[src/rtl/interval_meter.sv]
// Interval meter: times a start..stop interval in clock cycles and splits it into
// whole seconds plus leftover cycles using a second/sub-second counter pair.
module interval_meter #(
  parameter int CNT_W           = 32,
  parameter int TIMEOUT_SECONDS = 0
) (
  input  logic             clk,
  input  logic             rst_n,
  input  logic [CNT_W-1:0] clock_frequency,
  input  logic             start,
  input  logic             stop,
  output logic             busy,
  output logic             result_valid,
  input  logic             result_ready,
  output logic [CNT_W-1:0] elapsed_cycles,
  output logic [CNT_W-1:0] elapsed_seconds,
  output logic [CNT_W-1:0] elapsed_remainder,
  output logic             timed_out,
  output logic             overflow
);

  typedef enum logic [1:0] {IDLE, RUN, DONE} state_t;

  localparam logic [CNT_W-1:0] TIMEOUT_VAL = CNT_W'(TIMEOUT_SECONDS);

  state_t           state, state_nx;
  logic [CNT_W-1:0] freq_q, cyc, sub, sec;
  logic [CNT_W-1:0] cyc_nx, sub_nx, sec_nx, sub_inc;
  logic             sub_wrap, ovf_nx, timeout_hit, finish_run;

  // Counters in RUN: cyc and sec saturate at all-ones, sub always wraps at freq_q.
  always_comb begin
    sub_inc     = sub + 1'b1;
    sub_wrap    = (sub_inc == freq_q);
    cyc_nx      = (&cyc) ? cyc : cyc + 1'b1;
    sub_nx      = sub_wrap ? '0 : sub_inc;
    sec_nx      = (sub_wrap && !(&sec)) ? sec + 1'b1 : sec;
    ovf_nx      = overflow | (&cyc) | (sub_wrap & (&sec));
    timeout_hit = (TIMEOUT_SECONDS != 0) && (sec_nx == TIMEOUT_VAL);
    finish_run  = stop || timeout_hit;
  end

  // Result handshake: result_valid rises one cycle after the run ends and holds,
  // with all result fields stable, until a clock edge sees result_valid && result_ready.
  always_comb begin
    state_nx = state;
    case (state)
      IDLE:    if (start) state_nx = RUN;
      RUN:     if (finish_run) state_nx = DONE;
      DONE:    if (result_ready) state_nx = IDLE;
      default: state_nx = IDLE;
    endcase
  end

  always_ff @(posedge clk or negedge rst_n) begin
    if (!rst_n) begin
      state     <= IDLE;
      freq_q    <= '0;
      cyc       <= '0;
      sub       <= '0;
      sec       <= '0;
      timed_out <= 1'b0;
      overflow  <= 1'b0;
    end else begin
      state <= state_nx;
      case (state)
        IDLE: if (start) begin
          // A zero frequency would never wrap sub; treat it as 1 Hz.
          freq_q    <= (clock_frequency == '0) ? CNT_W'(1) : clock_frequency;
          cyc       <= '0;
          sub       <= '0;
          sec       <= '0;
          timed_out <= 1'b0;
          overflow  <= 1'b0;
        end
        RUN: begin
          cyc      <= cyc_nx;
          sub      <= sub_nx;
          sec      <= sec_nx;
          overflow <= ovf_nx;
          if (timeout_hit && !stop) timed_out <= 1'b1;
        end
        default: ;
      endcase
    end
  end

  assign busy              = (state == RUN);
  assign result_valid      = (state == DONE);
  assign elapsed_cycles    = cyc;
  assign elapsed_seconds   = sec;
  assign elapsed_remainder = sub;

endmodule

[config.mk]
export PLATFORM = sky130hd
export DESIGN_NAME = interval_meter
export DESIGN_NICKNAME = d
export VERILOG_FILES = /design/src/rtl/interval_meter.sv
export SDC_FILE = /design/constraint.sdc
export NUM_CORES = 1
export LEC_CHECK = 0
export ABC_CLOCK_PERIOD_IN_PS = 4900
export CORE_MARGIN = 2
export CORE_UTILIZATION = 50
export DETAILED_ROUTE_END_ITERATION = 6
export PLACE_DENSITY = 0.76
export SLEW_MARGIN = 20
export SYNTH_ARGS = -nofsm -noshare
export SYNTH_HDL_FRONTEND = slang
export SYNTH_SLANG_ARGS = --single-unit
export TNS_END_PERCENT = 1
[constraint.sdc]
create_clock -name clk -period 4.9 [get_ports clk]
set_input_delay 0.98 -clock clk [delete_from_list [all_inputs] [get_ports clk]]
set_output_delay 0.98 -clock clk [all_outputs]
set_load 0.02 [all_outputs]
-- After elaboration in Yosys (flattened, before gate mapping)
Cells that the tools add are included.
W data, S select, Z words.
- register bits after elaboration: 131
- input bits: 37
- output and inout bits: 100
- word-level logic and storage cells: 46
- add/subtract/negate cells: 3
- equal/unequal tests: 8
- muxes and demuxes: 14
- bitwise operators: 3
- reduce and logical (&&, ||, !) cells: 12
- operators with widths (operator ; number):
    $pmux W32 S2 ; 3
    $mux W32 ; 5
    $add A32 B1 Y32 const B ; 3
    $reduce_and A32 Y1 ; 2
    $eq A32 B32 Y1 ; 1
    $logic_not A32 Y1 ; 1
    $reduce_and A3 Y1 ; 3
    $mux W2 ; 3
    $ne A2 B2 Y1 const B ; 3
    $pmux W2 S3 ; 1
    $ne A2 B1 Y1 const B ; 2
    $reduce_and A2 Y1 ; 2
    $eq A2 B1 Y1 const B ; 1
    $eq A2 B2 Y1 const B ; 1
    $logic_not A2 Y1 ; 1
    $or A1 B1 Y1 ; 2
    $pmux W1 S2 ; 1
    $reduce_bool A2 Y1 ; 1
    $and A1 B1 Y1 ; 1
    $logic_and A1 B1 Y1 ; 1
    $logic_not A1 Y1 ; 1
    $mux W1 ; 1

-- Logic depth before layout (Yosys ltp)
- word-level depth: 5
- depth in mapped cells: 14
- mapped depth without buffers: 10

-- Worst setup path before layout
Ideal clock, no wire load.
- kind: reg-to-reg
- from: register sub[3], in the netlist elapsed_remainder[3]
- to: register sub[21], in the netlist elapsed_remainder[21]
- setup time: 125 ps
- arrival: 3536 ps
- required time: 4775 ps
- setup slack: 1239 ps
- stages on the path, launching flop included: 13
- buffers on the path: 3
- clock period less this slack: 3661 ps
- cell sequence: dfrtp_1 buf_2 nand4_2 nor4_1 nand3_1 mux2i_1 a2111o_1 or4_1 buf_2 o21a_1 buf_6 a21o_1 mux2_2
- longest elaborated chain between the ends: 4
- ends and longest elaborated chain (what ; RTL line ; text):
    from (decl) ; 27 ; logic [CNT_W-1:0] freq_q, cyc, sub, sec;
    from (signal assigned) ; 78 ; sub <= sub_nx;
    $add A32 B1 Y32 * ; 33 ; sub_inc = sub + 1'b1;
    $eq A32 B32 Y1 ; 34 ; sub_wrap = (sub_inc == freq_q);
    $mux W32 * ; 36 ; sub_nx = sub_wrap ? '0 : sub_inc;
    $pmux W32 S2 * ; 66 ; case (state)
Every way passes the cells marked *; elsewhere a longest branch is shown, timed or not.
A chain may end at the register's enable or synchronous reset.

-- Worst setup path in the final report
- from: register sub[0], in the netlist elapsed_remainder[0]
- to: register sub[21], in the netlist elapsed_remainder[21]
Same word-level chain as after synthesis.

==> results.sh <==
export IMPL_status="finished clean"
export IMPL_maxSlewViolCount=0
export IMPL_fin_setup_tns_ps=0
export IMPL_io_pins=137
export IMPL_grt_pass1_vias=6946
export IMPL_r2r_start="elapsed_remainder[0]"
export IMPL_layout_nets=1077
export IMPL_place_gp_congestion=0.955
export IMPL_end_kind="register"
export IMPL_clk_pin_slew_ps=60
export IMPL_synth_fp_nets=972
export IMPL_yosysMostFrequentCell="nand2_1"
export IMPL_regToRegSetupSlack_ps=840
export IMPL_routed_wl_um=22100
export IMPL_die_area_um2=16500
export IMPL_cp_top_family="simple AND/OR/NAND/NOR gates"
export IMPL_drcViolationCount=0
export IMPL_path_max_fanout=18
export IMPL_yosysTopAreaCell="dfrtp_1"
export IMPL_ant_nets=0
export IMPL_synth_edf_count=0
export IMPL_synthTopCellsByArea="dfrtp_1, nand2_1, xnor2_1, o21ai_0, nor2_1"
export IMPL_path_buf_inv=1
export IMPL_cpMostUsedCell="nand4_1"
export IMPL_fin_skew_ps=6.34
export IMPL_drive_gt1_frac=0.0619
export IMPL_core_area_um2=15200
export IMPL_grt_usage=0.276
export IMPL_cp_start_kind="register"
export IMPL_fin_ws_ps=845
export IMPL_setup_viol=0
export IMPL_tightest_slew_ps=988
export IMPL_yosysSeqAreaShare=0.423
export IMPL_avgSynthCellArea_um2=8.32
export IMPL_synth_seq_cells=131
export IMPL_n_fill_cell=1262
export IMPL_yosys_warnings=0
export IMPL_arrival_ps=4360
export IMPL_grt_pass1_wl_um=36200
export IMPL_hold_viol=0
export IMPL_multiInputGateArea_um2=4120
export IMPL_num_rows=45
export IMPL_cts_tree="yes"
export IMPL_root_buffer="clkbuf_16"
export IMPL_synth_area_um2=7750
export IMPL_synth_distinct_cells=63
export IMPL_cts_sinks=131
export IMPL_drv_cap=0
export IMPL_synth_top_area_frac=0.423
export IMPL_dp_hpwl_um=15300
export IMPL_slowest_stage="or4_1"
export IMPL_start_util=0.510
export IMPL_synth_common_cells="nand2_1, dfrtp_1, nor2_1"
export IMPL_critPathKind="register to register"
export IMPL_max_freq_mhz=247
export IMPL_antenna_found_initial=0
export IMPL_worst_path_largest_cell_delay_ps=650
export IMPL_ys_flop_type="dfrtp_1"
export IMPL_initialDrtViolationCount=647
export IMPL_post_cts_resized=0
export IMPL_drtPass1Iterations=5
export IMPL_syn_inst=932
export IMPL_numCtsBuffers=17
export IMPL_cts_setup_buffers=0
export IMPL_wire_per_inst_um=17.8
export IMPL_crit_chain="ha_1 > nand4_1 > buf_4 > nor4_2 > a21oi_1 > o21bai_1 > nand4_1 > or4_1 > o21a_1 > a21o_1 > mux2_2"
export IMPL_cp_startpoint="elapsed_remainder[0]"
export IMPL_cts_htree_levels=4
export IMPL_regArea_um2=3280
export IMPL_vdd_drop_max_uv=458
export IMPL_areaGrowthSynthToFinish_pct=26.3
export IMPL_min_from="freq_q[25]"
export IMPL_synthArstFlopShare=1.00
export IMPL_p_leak_nw=3.97
export IMPL_numPortBuffers=135
export IMPL_worstPathRequired_ps=5210
export IMPL_die_w_um=129
export IMPL_hold_path_class="register to register"
export IMPL_dp_worst_setup_slack_ps=909
export IMPL_relSlewSlack=0.335
export IMPL_cts_buffer_depth=2
export IMPL_via_per_inst=6.05
export IMPL_via_count=7496
export IMPL_utilization=0.644
export IMPL_rsz0062_at_grt="no"
export IMPL_cts_hold_buf=0
export IMPL_antennaDiodeCount=0
export IMPL_clkLatencyLatePin_ps=430
export IMPL_grt_ovfl_total=0
export IMPL_powerDensity_nw_per_um2=479
export IMPL_period_needed_ps=4060
export IMPL_fin_crit_sh=0.828
export IMPL_grt_max_degree=104
export IMPL_die_h_um=129
## flip-flops by register name, indices dropped and copies added, names as in the netlist
| register | cells |
|---|---|
| elapsed_seconds | 32 |
| elapsed_cycles | 32 |
| state | 2 |
| elapsed_remainder | 32 |
| overflow | 1 |
| freq_q | 32 |
## routing by layer
metal | track usage | vias to the layer above | wire length (um)
met5 | 0 | - | 0
met4 | 0.102 | 0 | 561
met3 | 0.0541 | 42 | 1720
met2 | 0.424 | 339 | 9950
met1 | 0.391 | 3579 | 9850
li1 | - | 3536 | -
## tightest hold or removal path, cell delays in order, from the launching register on
cell and delay [ps]:
dfrtp_1 350, nand2_1 60, nand2_1 60
## report_power, final
part	switching (mW)	internal, mW	total, mW	leakage, nW
Sequential	0.353	1.34	1.69	1.76
Clock	0.490	0.879	1.37	0.307
Combinational	0.963	0.669	1.63	1.90
## cell type report
class | instances | area share
clock buffers | 20 | 0.0466
well taps | 188 | 0.0240
flip-flops and latches | 131 | 0.335
clock inverters | 12 | 0.0180
inverters | 18 | 0.00690
repair buffers | 149 | 0.149
multi-input cells | 720 | 0.421
## cell usage in the layout, fill, tap and decap left out, drive strengths merged, types with 4 or more instances in the layout
cell and instances:
bufinv 4, or4 10, o21a 6, inv 20, o21ai 51, clkdlybuf4s50 134
o311ai 8, buf 15, and4 10, a22o 7, a21oi 33, mux2 4
nand2 174, a31oi 25, clkinv 4, clkbuf 20, nor3 41, xor2 21
a21o 4, nand4 37, nor2b 6, o211ai 5, nand3 48, a22oi 5
dfrtp 131, nor4 20, o31ai 5, or2 6, and3 18, xnor2 42
nand2b 6, nor2 67, or3 20, and2 8
## logic make-up after synthesis
kind of cell    share of synthesized area
compound gates                      0.137
xor+xnor                           0.0712
fa+ha+maj                         0.00484
other cells                      0.000484
flops                               0.423
mux                               0.00839
simple gates                        0.308
buf+inv                            0.0471
## metrics by stage
stage	hold WS, ps	total power [mW]	cell area [um2]	std cells
after global placement	481	3.29	9150	1206
final	495	4.69	9790	1238
after CTS	498	4.70	9780	1238
after detailed placement	484	3.31	9150	1206
after floorplan	459	2.69	7750	932
after global routing	511	4.96	9790	1238
## path summary, 6_finish.rpt
kind	endpoint	depth (start not counted)
min reg2reg	freq_q[25]	2
max reg2reg	elapsed_remainder[21]	11
max in group asynchronous	elapsed_cycles[14]	2
max	elapsed_remainder[21]	11
min	freq_q[25]	2
min in group asynchronous	elapsed_remainder[0]	1
No activity file was read; power rests on OpenSTA's default activity.
